$ cat config.mk
export PLATFORM = sky130hd
export DESIGN_NAME = reg_file_flat
export DESIGN_NICKNAME = d
export VERILOG_FILES = /design/src/rtl/riscv_pkg.sv /design/src/rtl/reg_file_if.sv /design/src/rtl/reg_file_scoreboard.sv /design/src/rtl/reg_file.sv /design/src/flat_wrapper.sv
export SDC_FILE = /design/constraint.sdc
export NUM_CORES = 2
export LEC_CHECK = 0
export CAP_MARGIN = 40
export CORE_UTILIZATION = 25
export DETAILED_ROUTE_END_ITERATION = 8
export PLACE_DENSITY = 0.44
export SETUP_SLACK_MARGIN = 0.1
export SLEW_MARGIN = 40
export SYNTH_ARGS = -nofsm -noshare
export SYNTH_HDL_FRONTEND = slang
export SYNTH_SLANG_ARGS = --single-unit
$ cat constraint.sdc
create_clock -name clk -period 9.5 [get_ports clk]
set_input_delay 2.85 -clock clk [delete_from_list [all_inputs] [get_ports clk]]
set_output_delay 2.85 -clock clk [all_outputs]
set_load 0.05 [all_outputs]
$ cat src/rtl/riscv_pkg.sv
// Shared RISC-V core definitions: widths, register-file typedefs, opcodes.
// Imported by the register file, its scoreboard and the interface.
// Optional feature in this slice: REGFILE_BYPASS_EN (see reg_file.sv).
package riscv_pkg;

   localparam int XLEN   = 32;
   localparam int NREGS  = 32;
   localparam int ADDR_W = 5;

   typedef logic [ADDR_W-1:0] reg_addr_t;
   typedef logic [XLEN-1:0]   word_t;

   localparam logic [6:0] OP_LOAD   = 7'b0000011;
   localparam logic [6:0] OP_STORE  = 7'b0100011;
   localparam logic [6:0] OP_BRANCH = 7'b1100011;
   localparam logic [6:0] OP_JAL    = 7'b1101111;
   localparam logic [6:0] OP_JALR   = 7'b1100111;

   // Stores and branches carry no destination; their write-back uses address 0.
   function automatic logic op_writes_rd(input logic [6:0] op);
      return (op != OP_STORE) && (op != OP_BRANCH);
   endfunction

endpackage

$ cat src/rtl/reg_file_if.sv
// Bundle of write-back, issue-request and read-result signals around reg_file.
// master = pipeline side (write stage + decode), slave = register file.
// Latency/backpressure are defined by reg_file; this is wiring only.
interface reg_file_if;
   import riscv_pkg::*;

   logic      wb_v;
   reg_addr_t wb_addr;
   word_t     wb_data;
   logic      v_in;
   logic      stall;
   reg_addr_t rs1_addr;
   reg_addr_t rs2_addr;
   logic      use_rs1;
   logic      use_rs2;
   reg_addr_t rd_addr;
   logic      wr_rd;
   word_t     rs1_data;
   word_t     rs2_data;
   logic      v_out;
   logic      r_out;
   logic      hazard;

   modport master (
      output wb_v, wb_addr, wb_data, v_in, stall, rs1_addr, rs2_addr,
             use_rs1, use_rs2, rd_addr, wr_rd,
      input  rs1_data, rs2_data, v_out, r_out, hazard
   );

   modport slave (
      input  wb_v, wb_addr, wb_data, v_in, stall, rs1_addr, rs2_addr,
             use_rs1, use_rs2, rd_addr, wr_rd,
      output rs1_data, rs2_data, v_out, r_out, hazard
   );

endinterface

$ cat src/rtl/reg_file_scoreboard.sv
// Per-register busy scoreboard: set on issue of a writer, cleared by write-back; raises hazard.
// Latency: hazard is combinational from the request; busy updates take effect the next cycle.
// Backpressure: hazard blocks the issue; set beats clear on the same index. Honours REGFILE_BYPASS_EN.
module reg_scoreboard
   import riscv_pkg::*;
(
   input  logic      clk,
   input  logic      rst_n,
   input  logic      wb_v,
   input  reg_addr_t wb_addr,
   input  logic      v_in,
   input  logic      use_rs1,
   input  reg_addr_t rs1_addr,
   input  logic      use_rs2,
   input  reg_addr_t rs2_addr,
   input  logic      wr_rd,
   input  reg_addr_t rd_addr,
   input  logic      set_en,
   output logic      hazard
);

   logic [NREGS-1:0] busy_q;
   logic [NREGS-1:0] busy_d;
   logic [NREGS-1:0] blocked;

   // Effective busy view seen by the hazard check; x0 is never blocked.
   always_comb begin
      blocked    = busy_q;
`ifdef REGFILE_BYPASS_EN
      if (wb_v) begin
         blocked[wb_addr] = 1'b0;
      end
`endif
      blocked[0] = 1'b0;
   end

   assign hazard = v_in & ((use_rs1 & blocked[rs1_addr]) |
                           (use_rs2 & blocked[rs2_addr]) |
                           (wr_rd   & blocked[rd_addr]));

   // Next busy vector: clear on write-back first, so a same-index issue set wins.
   always_comb begin
      busy_d = busy_q;
      if (wb_v && wb_addr != '0) begin
         busy_d[wb_addr] = 1'b0;
      end
      if (set_en && rd_addr != '0) begin
         busy_d[rd_addr] = 1'b1;
      end
   end

   // Busy state register with synchronous active-low reset.
   always_ff @(posedge clk) begin
      if (!rst_n) begin
         busy_q <= '0;
      end else begin
         busy_q <= busy_d;
      end
   end

endmodule

$ cat src/rtl/reg_file.sv
// Integer register file x0..x31 with two registered read ports and a busy scoreboard.
// Latency: read data and v_out one cycle after an accepted issue; writes land at the clock edge.
// Backpressure: issue blocked by hazard, stall, or r_out=0 (low the cycle after a stall). Optional REGFILE_BYPASS_EN.
module reg_file
   import riscv_pkg::*;
(
   input  logic       clk,
   input  logic       rst_n,
   reg_file_if.slave  rf
);

   word_t regs_q [NREGS];
   word_t rs1_data_q, rs1_data_d;
   word_t rs2_data_q, rs2_data_d;
   logic  v_out_q;
   logic  r_out_q;
   logic  hazard;
   logic  accept;

   reg_scoreboard u_sb (
      .clk      (clk),
      .rst_n    (rst_n),
      .wb_v     (rf.wb_v),
      .wb_addr  (rf.wb_addr),
      .v_in     (rf.v_in),
      .use_rs1  (rf.use_rs1),
      .rs1_addr (rf.rs1_addr),
      .use_rs2  (rf.use_rs2),
      .rs2_addr (rf.rs2_addr),
      .wr_rd    (rf.wr_rd),
      .rd_addr  (rf.rd_addr),
      .set_en   (accept & rf.wr_rd),
      .hazard   (hazard)
   );

   assign accept = rf.v_in & r_out_q & ~hazard & ~rf.stall;

   // Read-port muxes; x0 is forced to zero, optional forwarding of a landing write-back.
   always_comb begin
      rs1_data_d = regs_q[rf.rs1_addr];
      rs2_data_d = regs_q[rf.rs2_addr];
`ifdef REGFILE_BYPASS_EN
      if (rf.wb_v && rf.wb_addr == rf.rs1_addr) begin
         rs1_data_d = rf.wb_data;
      end
      if (rf.wb_v && rf.wb_addr == rf.rs2_addr) begin
         rs2_data_d = rf.wb_data;
      end
`endif
      if (rf.rs1_addr == '0) begin
         rs1_data_d = '0;
      end
      if (rf.rs2_addr == '0) begin
         rs2_data_d = '0;
      end
   end

   // Storage array: write-back to x0 is dropped so x0 stays zero.
   always_ff @(posedge clk) begin
      if (!rst_n) begin
         for (int i = 0; i < NREGS; i++) begin
            regs_q[i] <= '0;
         end
      end else if (rf.wb_v && rf.wb_addr != '0) begin
         regs_q[rf.wb_addr] <= rf.wb_data;
      end
   end

   // Read registers and handshake flags; data holds when no issue is accepted.
   always_ff @(posedge clk) begin
      if (!rst_n) begin
         rs1_data_q <= '0;
         rs2_data_q <= '0;
         v_out_q    <= 1'b0;
         r_out_q    <= 1'b1;
      end else begin
         v_out_q <= accept;
         r_out_q <= ~rf.stall;
         if (accept) begin
            rs1_data_q <= rs1_data_d;
            rs2_data_q <= rs2_data_d;
         end
      end
   end

   assign rf.rs1_data = rs1_data_q;
   assign rf.rs2_data = rs2_data_q;
   assign rf.v_out    = v_out_q;
   assign rf.r_out    = r_out_q;
   assign rf.hazard   = hazard;

endmodule

$ cat src/flat_wrapper.sv
// flat-port wrapper written by rule: the top's interface ports become plain ports
module reg_file_flat import riscv_pkg::*;
  (clk, rst_n, rf_wb_v, rf_wb_addr, rf_wb_data, rf_v_in, rf_stall, rf_rs1_addr, rf_rs2_addr, rf_use_rs1, rf_use_rs2, rf_rd_addr, rf_wr_rd, rf_rs1_data, rf_rs2_data, rf_v_out, rf_r_out, rf_hazard);
  reg_file_if rf_i ();
  input  logic clk;
  input  logic rst_n;
  input wire logic [$bits(rf_i.wb_v)-1:0] rf_wb_v;
  input wire logic [$bits(rf_i.wb_addr)-1:0] rf_wb_addr;
  input wire logic [$bits(rf_i.wb_data)-1:0] rf_wb_data;
  input wire logic [$bits(rf_i.v_in)-1:0] rf_v_in;
  input wire logic [$bits(rf_i.stall)-1:0] rf_stall;
  input wire logic [$bits(rf_i.rs1_addr)-1:0] rf_rs1_addr;
  input wire logic [$bits(rf_i.rs2_addr)-1:0] rf_rs2_addr;
  input wire logic [$bits(rf_i.use_rs1)-1:0] rf_use_rs1;
  input wire logic [$bits(rf_i.use_rs2)-1:0] rf_use_rs2;
  input wire logic [$bits(rf_i.rd_addr)-1:0] rf_rd_addr;
  input wire logic [$bits(rf_i.wr_rd)-1:0] rf_wr_rd;
  output wire logic [$bits(rf_i.rs1_data)-1:0] rf_rs1_data;
  output wire logic [$bits(rf_i.rs2_data)-1:0] rf_rs2_data;
  output wire logic [$bits(rf_i.v_out)-1:0] rf_v_out;
  output wire logic [$bits(rf_i.r_out)-1:0] rf_r_out;
  output wire logic [$bits(rf_i.hazard)-1:0] rf_hazard;
  assign rf_i.wb_v = rf_wb_v;
  assign rf_i.wb_addr = rf_wb_addr;
  assign rf_i.wb_data = rf_wb_data;
  assign rf_i.v_in = rf_v_in;
  assign rf_i.stall = rf_stall;
  assign rf_i.rs1_addr = rf_rs1_addr;
  assign rf_i.rs2_addr = rf_rs2_addr;
  assign rf_i.use_rs1 = rf_use_rs1;
  assign rf_i.use_rs2 = rf_use_rs2;
  assign rf_i.rd_addr = rf_rd_addr;
  assign rf_i.wr_rd = rf_wr_rd;
  assign rf_rs1_data = rf_i.rs1_data;
  assign rf_rs2_data = rf_i.rs2_data;
  assign rf_v_out = rf_i.v_out;
  assign rf_r_out = rf_i.r_out;
  assign rf_hazard = rf_i.hazard;
  reg_file u_core (.clk(clk), .rst_n(rst_n), .rf(rf_i));
endmodule
; After elaboration in Yosys (flattened, before gate mapping)
; Memories as Yosys holds them, arrays and structs flattened.
; Index checks and enable logic that the tools add are counted.
[classes]
magnitude_cmp = 6
mux = 21
n_reduce_logical = 9
bitwise_logic = 15
[op_table]
columns = operator, n
row1 = two-way mux 32 bit, 5
row2 = bitwise AND 32 bit, 1
row3 = inverter 32 bit, 1
row4 = bitwise OR 32 bit, 1
row5 = OR reduction 32 bit, 1
row6 = less-than comparator 5 x 6 -> 1 bit (second input constant), 4
row7 = binary-select mux 1 bit (select 5 bit), 3
row8 = demux 1 bit (select 5 bit), 2
row9 = >= comparator 5 x 1 -> 1 bit (second input constant), 2
row10 = logical NOT 5 bit, 2
row11 = two-way mux 1 bit, 10
row12 = nonzero test 5 bit, 2
row13 = bitwise AND 1 bit, 8
row14 = two-way mux 5 bit, 1
row15 = logical AND 1 bit, 4
row16 = inverter 1 bit, 2
row17 = bitwise OR 1 bit, 2
[totals]
in_bits = 60
mem_bits_rw = 1024
wordCells = 57
n_memories = 1
out_inout_bits = 67
ff_bits = 98
[mem_list]
columns = memory, words, width, rd, rd_clocked_by_memory_dff, wr, line_no
row1 = u_core.regs_q, 32, 32, 2, 0, 32, reg_file.sv:12  ; word_t regs_q [NREGS];

; Longest topological paths before layout
[logic_depth]
depth_word = 12
depth_mapped = 12
ltp_nobuf = 7

; Hierarchy
; A second synthesis with hierarchy kept.
[unflattened]
cells_unflattened = 4015
hier_area_um2 = 58666.3
[modules_own_cells]
columns = module, instances, area_each_um2, seq_area_each_um2, cells_per_inst
row1 = reg_file, 1, 56454.1, 32070.8, 3777
row2 = reg_scoreboard, 1, 2212.1, 620.6, 238

; Least setup slack after synthesis
; OpenSTA, ideal clock, no wires.
[synth_path]
path_type = input port to output port
startpoint = in rf_rs2_addr[0]
endpoint = out rf_hazard
arrival_time_ns = 4.656
required_time_ns = 6.650
stages = 9
slack_ns = 1.994
n_path_buf = 2
path_cell_list = buf_2 -> buf_2 -> mux4_2 -> nor2_1 -> a21oi_1 -> a211oi_2 -> a2bb2oi_2 -> nand2b_1 -> and2_1
[synth_between]
elab_chain_cells = 6
[synth_rtl]
columns = item, line_no
row1 = start: declaration, flat_wrapper.sv:13  ; input wire logic [$bits(rf_i.rs2_addr)-1:0] rf_rs2_addr;
row2 = binary-select mux 1 bit (select 5 bit), reg_file_scoreboard.sv:38  ; (use_rs2 & blocked[rs2_addr]) |
row3 = two-way mux 1 bit (not written as such), reg_file_scoreboard.sv:38
row4 = bitwise AND 1 bit, reg_file_scoreboard.sv:38
row5 = bitwise OR 1 bit, reg_file_scoreboard.sv:37  ; assign hazard = v_in & ((use_rs1 & blocked[rs1_addr]) |
row6 = bitwise OR 1 bit, reg_file_scoreboard.sv:38
row7 = bitwise AND 1 bit, reg_file_scoreboard.sv:37
row8 = end: declaration, flat_wrapper.sv:22  ; output wire logic [$bits(rf_i.hazard)-1:0] rf_hazard;
; Every way passes these cells. The select of a mux whose other input is x is not followed.

; Worst setup path after layout
[layout_path]
startpoint = in rf_rs2_addr[2]
endpoint = out rf_hazard
; The elaborated chain is that of the path after synthesis.

==> out/results.txt <==
Synth Area in Compound Gates - 0.0365
First-pass GRT wire length - 307000 um
Slew @ Worst Pin - 0.917 ns
Post-synthesis simple-gate area fraction - 0.123
Antenna-violating nets left - 0
Largest net degree at the start of global routing - 106
Unique masters post-synth - 49
Worst-path fanout max - 13
# DRC - 0
Max_cap viols - 0
Die Wd - 485 um
Setup bufs post-CTS - 0
Io pins - 127
Final-report hold violation count - 0
Worst Setup Start Kind - primary input
Fin crit period - 8.31 ns
Crit path max-delay cell type - clkdlybuf4s50_1
Port-buffer cells - 126
Avg WL per Cell - 32.2 um
Xor/xnor share of the synthesized area - 0
Fmax - 0.120 GHz
Final nets - 3861
Seq cells post-synth - 1121
Initial DRC Count - 3718
Clk root buf - clkbuf_16
CP Class - primary input to primary output
Critical path arrival - 5.46 ns
Mean post-synth cell area - 15.4 sq um
Routed vias/inst - 5.11
Overflow after GRT - 0
Mapped Cells - 3784
Total CTS buffers - 133
Synth area leaders - edfxtp_1 53%, mux4_2 23%, and2_1 11%
Final worst path period share - 0.874
First-pass detailed-route iteration total - 7
Worst-path clk slew - 0.06 ns
Sequential power share - 0.464
WP data required - 6.65 ns
Yosys warnings - 0
Post-route insts no fill - 6946
Most instantiated cells after synthesis - 1024 x edfxtp_1, 994 x and2_1, 591 x mux4_2
Synth Area in Adders - 0
Num rows - 176
Number of synthesized flops with an enable pin - 1024
Placed insts - 6689
Status - complete, no violations
Max-slew headroom - 0.389
CTS tree - yes
VDD IR-drop max - 0.153 mV
RSZ-0062 raised after global routing - no
Clock Power Share - 0.418
Share of cells above drive strength 1 - 0.277
Clock Latency Late Sink - 0.80 ns
Routed via count - 35500
Power per cell area - 183 mW/mm^2
Crit path buf inv count - 2
Area delta synth->final - 17.1%
Int Power - 9.29 mW
CTS max path bufs - 3
Endpoints failing setup - 0
CTS sink cnt - 1121
Hold Slack - 0.456 ns
Lkg Pwr - 22.5 nW
Core box area - 0.231 sq mm
HP Class - register to register
Post-Route Skew - 0.0348 ns
Initial Util - 0.252
Multiplexer share of the synthesized area - 0.249
Hold buffers post-CTS - 0
All-Layer GR Usage - 0.189
Resize count post-CTS - 0
DRT Wirelength - 224000 um
Ys async rst share - 0
Setup tns final - 0 ns
Full die area - 0.235 sq mm
Initial antenna violation count - 38
Crit path largest cell delay - 0.92 ns
Combinational family with the most area after synthesis - multiplexers
Post-synth top area share - 0.528
Switching pwr - 3.17 mW
HPWL after DPL - 129000 um
Die Y-Extent - 485 um
Power share of the combinational group - 0.118
Syn Std Cell Area - 0.0582 sq mm
H-tree levels - 4
Sequential fraction of the synthesis area - 0.561
Reg2reg setup slack - 6.48 ns
Switch share - 0.254
Crit path capture type - primary output
Gpl congestion - 0.785
Dominant cell type by area after synthesis - edfxtp_1
CP cell instances - clkdlybuf4s50_1 > mux4_2 > nor2_1 > a21oi_1 > a211oi_2 > a2bb2oi_2 > nand2b_1 > and2_1 > buf_4
Fin. max-slew vios - 0
Top delay family on crit path - buffers and inverters
Most common cell in the synthesized netlist - edfxtp_1
Vias in the first global route - 36000
Ys flop type - edfxtp_1
[cells by family (layout without fill, tap and decap cells)]
kind of cell | after synthesis | after routing
AOI/OAI and AO/OA | 317 | 317
and+or+nand+nor | 1201 | 1201
buffers and inverters | 440 | 530
DFF | 1121 | 1121
other | 1 | 47
muxes | 704 | 704
[metal layers]
| layer | part of all wire | wire length (um) | global-route usage |
|---|---|---|---|
| met3 | 0.066 | 14700 | 0.0322 |
| met1 | 0.43 | 96600 | 0.257 |
| met2 | 0.48 | 107000 | 0.308 |
| met4 | 0.023 | 5250 | 0.0513 |
| met5 | 0.00047 | 105 | 0 |
[power by group through the flow]
stage,sequential [mW],combinational [mW],clock [mW]
global placement,5.87,1.46,0
CTS,5.78,1.48,5.32
global route,5.81,1.53,5.47
floorplan,5.89,0.857,0
finish,5.78,1.47,5.21
detailed placement,5.88,1.48,0
[final timing paths]
check,from,to,cells past startpoint
worst min-delay path,u_core.rf.rs1_data[30]$_SDFFE_PN0P_,u_core.rf.rs1_data[30]$_SDFFE_PN0P_,2
worst max-delay path,rf_rs2_addr[2],rf_hazard,9
worst max register to register,u_core.u_sb.busy_q[18]$_SDFF_PN0_,u_core.rf.rs2_data[2]$_SDFFE_PN0P_,8
worst min register to register,u_core.rf.rs1_data[30]$_SDFFE_PN0P_,u_core.rf.rs1_data[30]$_SDFFE_PN0P_,2
[area by class of cell]
cell class	instances	area, sq um
fill	22700	163000
sequential	1121	32700
multi-input combinational	2254	24500
tap	3026	3790
clock buffer	180	3730
timing repair buffer	262	2680
clock inverter	59	603
inverter	29	110
antenna	15	37.5
[cells in the final DEF (no fill, tap or decap), drive strengths merged, types with 8 or more instances in the layout]
cell type,instances
edfxtp,1024
and2,994
mux4,591
clkbuf,180
buf,176
a22oi,129
nand2,114
dfxtp,97
clkdlybuf4s50,86
mux2i,77
a21oi,68
o21ai,63
clkinv,44
nor2,38
mux2,36
conb,32
inv,32
o22ai,25
diode,15
nand3,15
bufinv,10
o41ai,10
nor2b,8
nor3,8
[tightest hold or removal path, delay by kind of cell (launching register included)]
family           cells  cell delay (ns)
flip-flops           1             0.31
multiplexers         1             0.05
AND/OR/NAND/NOR      1             0.05
[sequential cells by signal, summed over array words and instances (netlist names)]
| register | cells |
|---|---|
| u_core.rf.rs2_data | 32 |
| u_core.regs_q | 1024 |
| u_core.rf.rs1_data | 32 |
| u_core.u_sb.busy_q | 31 |
| u_core.rf.r_out | 1 |
| u_core.rf.v_out | 1 |
[metrics by stage]
stage / instance area, sq um / setup slack [ns] / power (mW) / util
6_report: 68200 / 1.19 / 12.5 / 0.295
4_1_cts: 68100 / 1.19 / 12.6 / 0.295
5_1_grt: 68100 / 1.02 / 12.8 / 0.295
3_3_place_gp: 63200 / 0.975 / 7.33 / 0.274
2_1_floorplan: 58300 / 1.99 / 6.74 / -
3_5_place_dp: 63700 / 1.19 / 7.35 / 0.276
No activity file was read; power rests on OpenSTA's default activity.
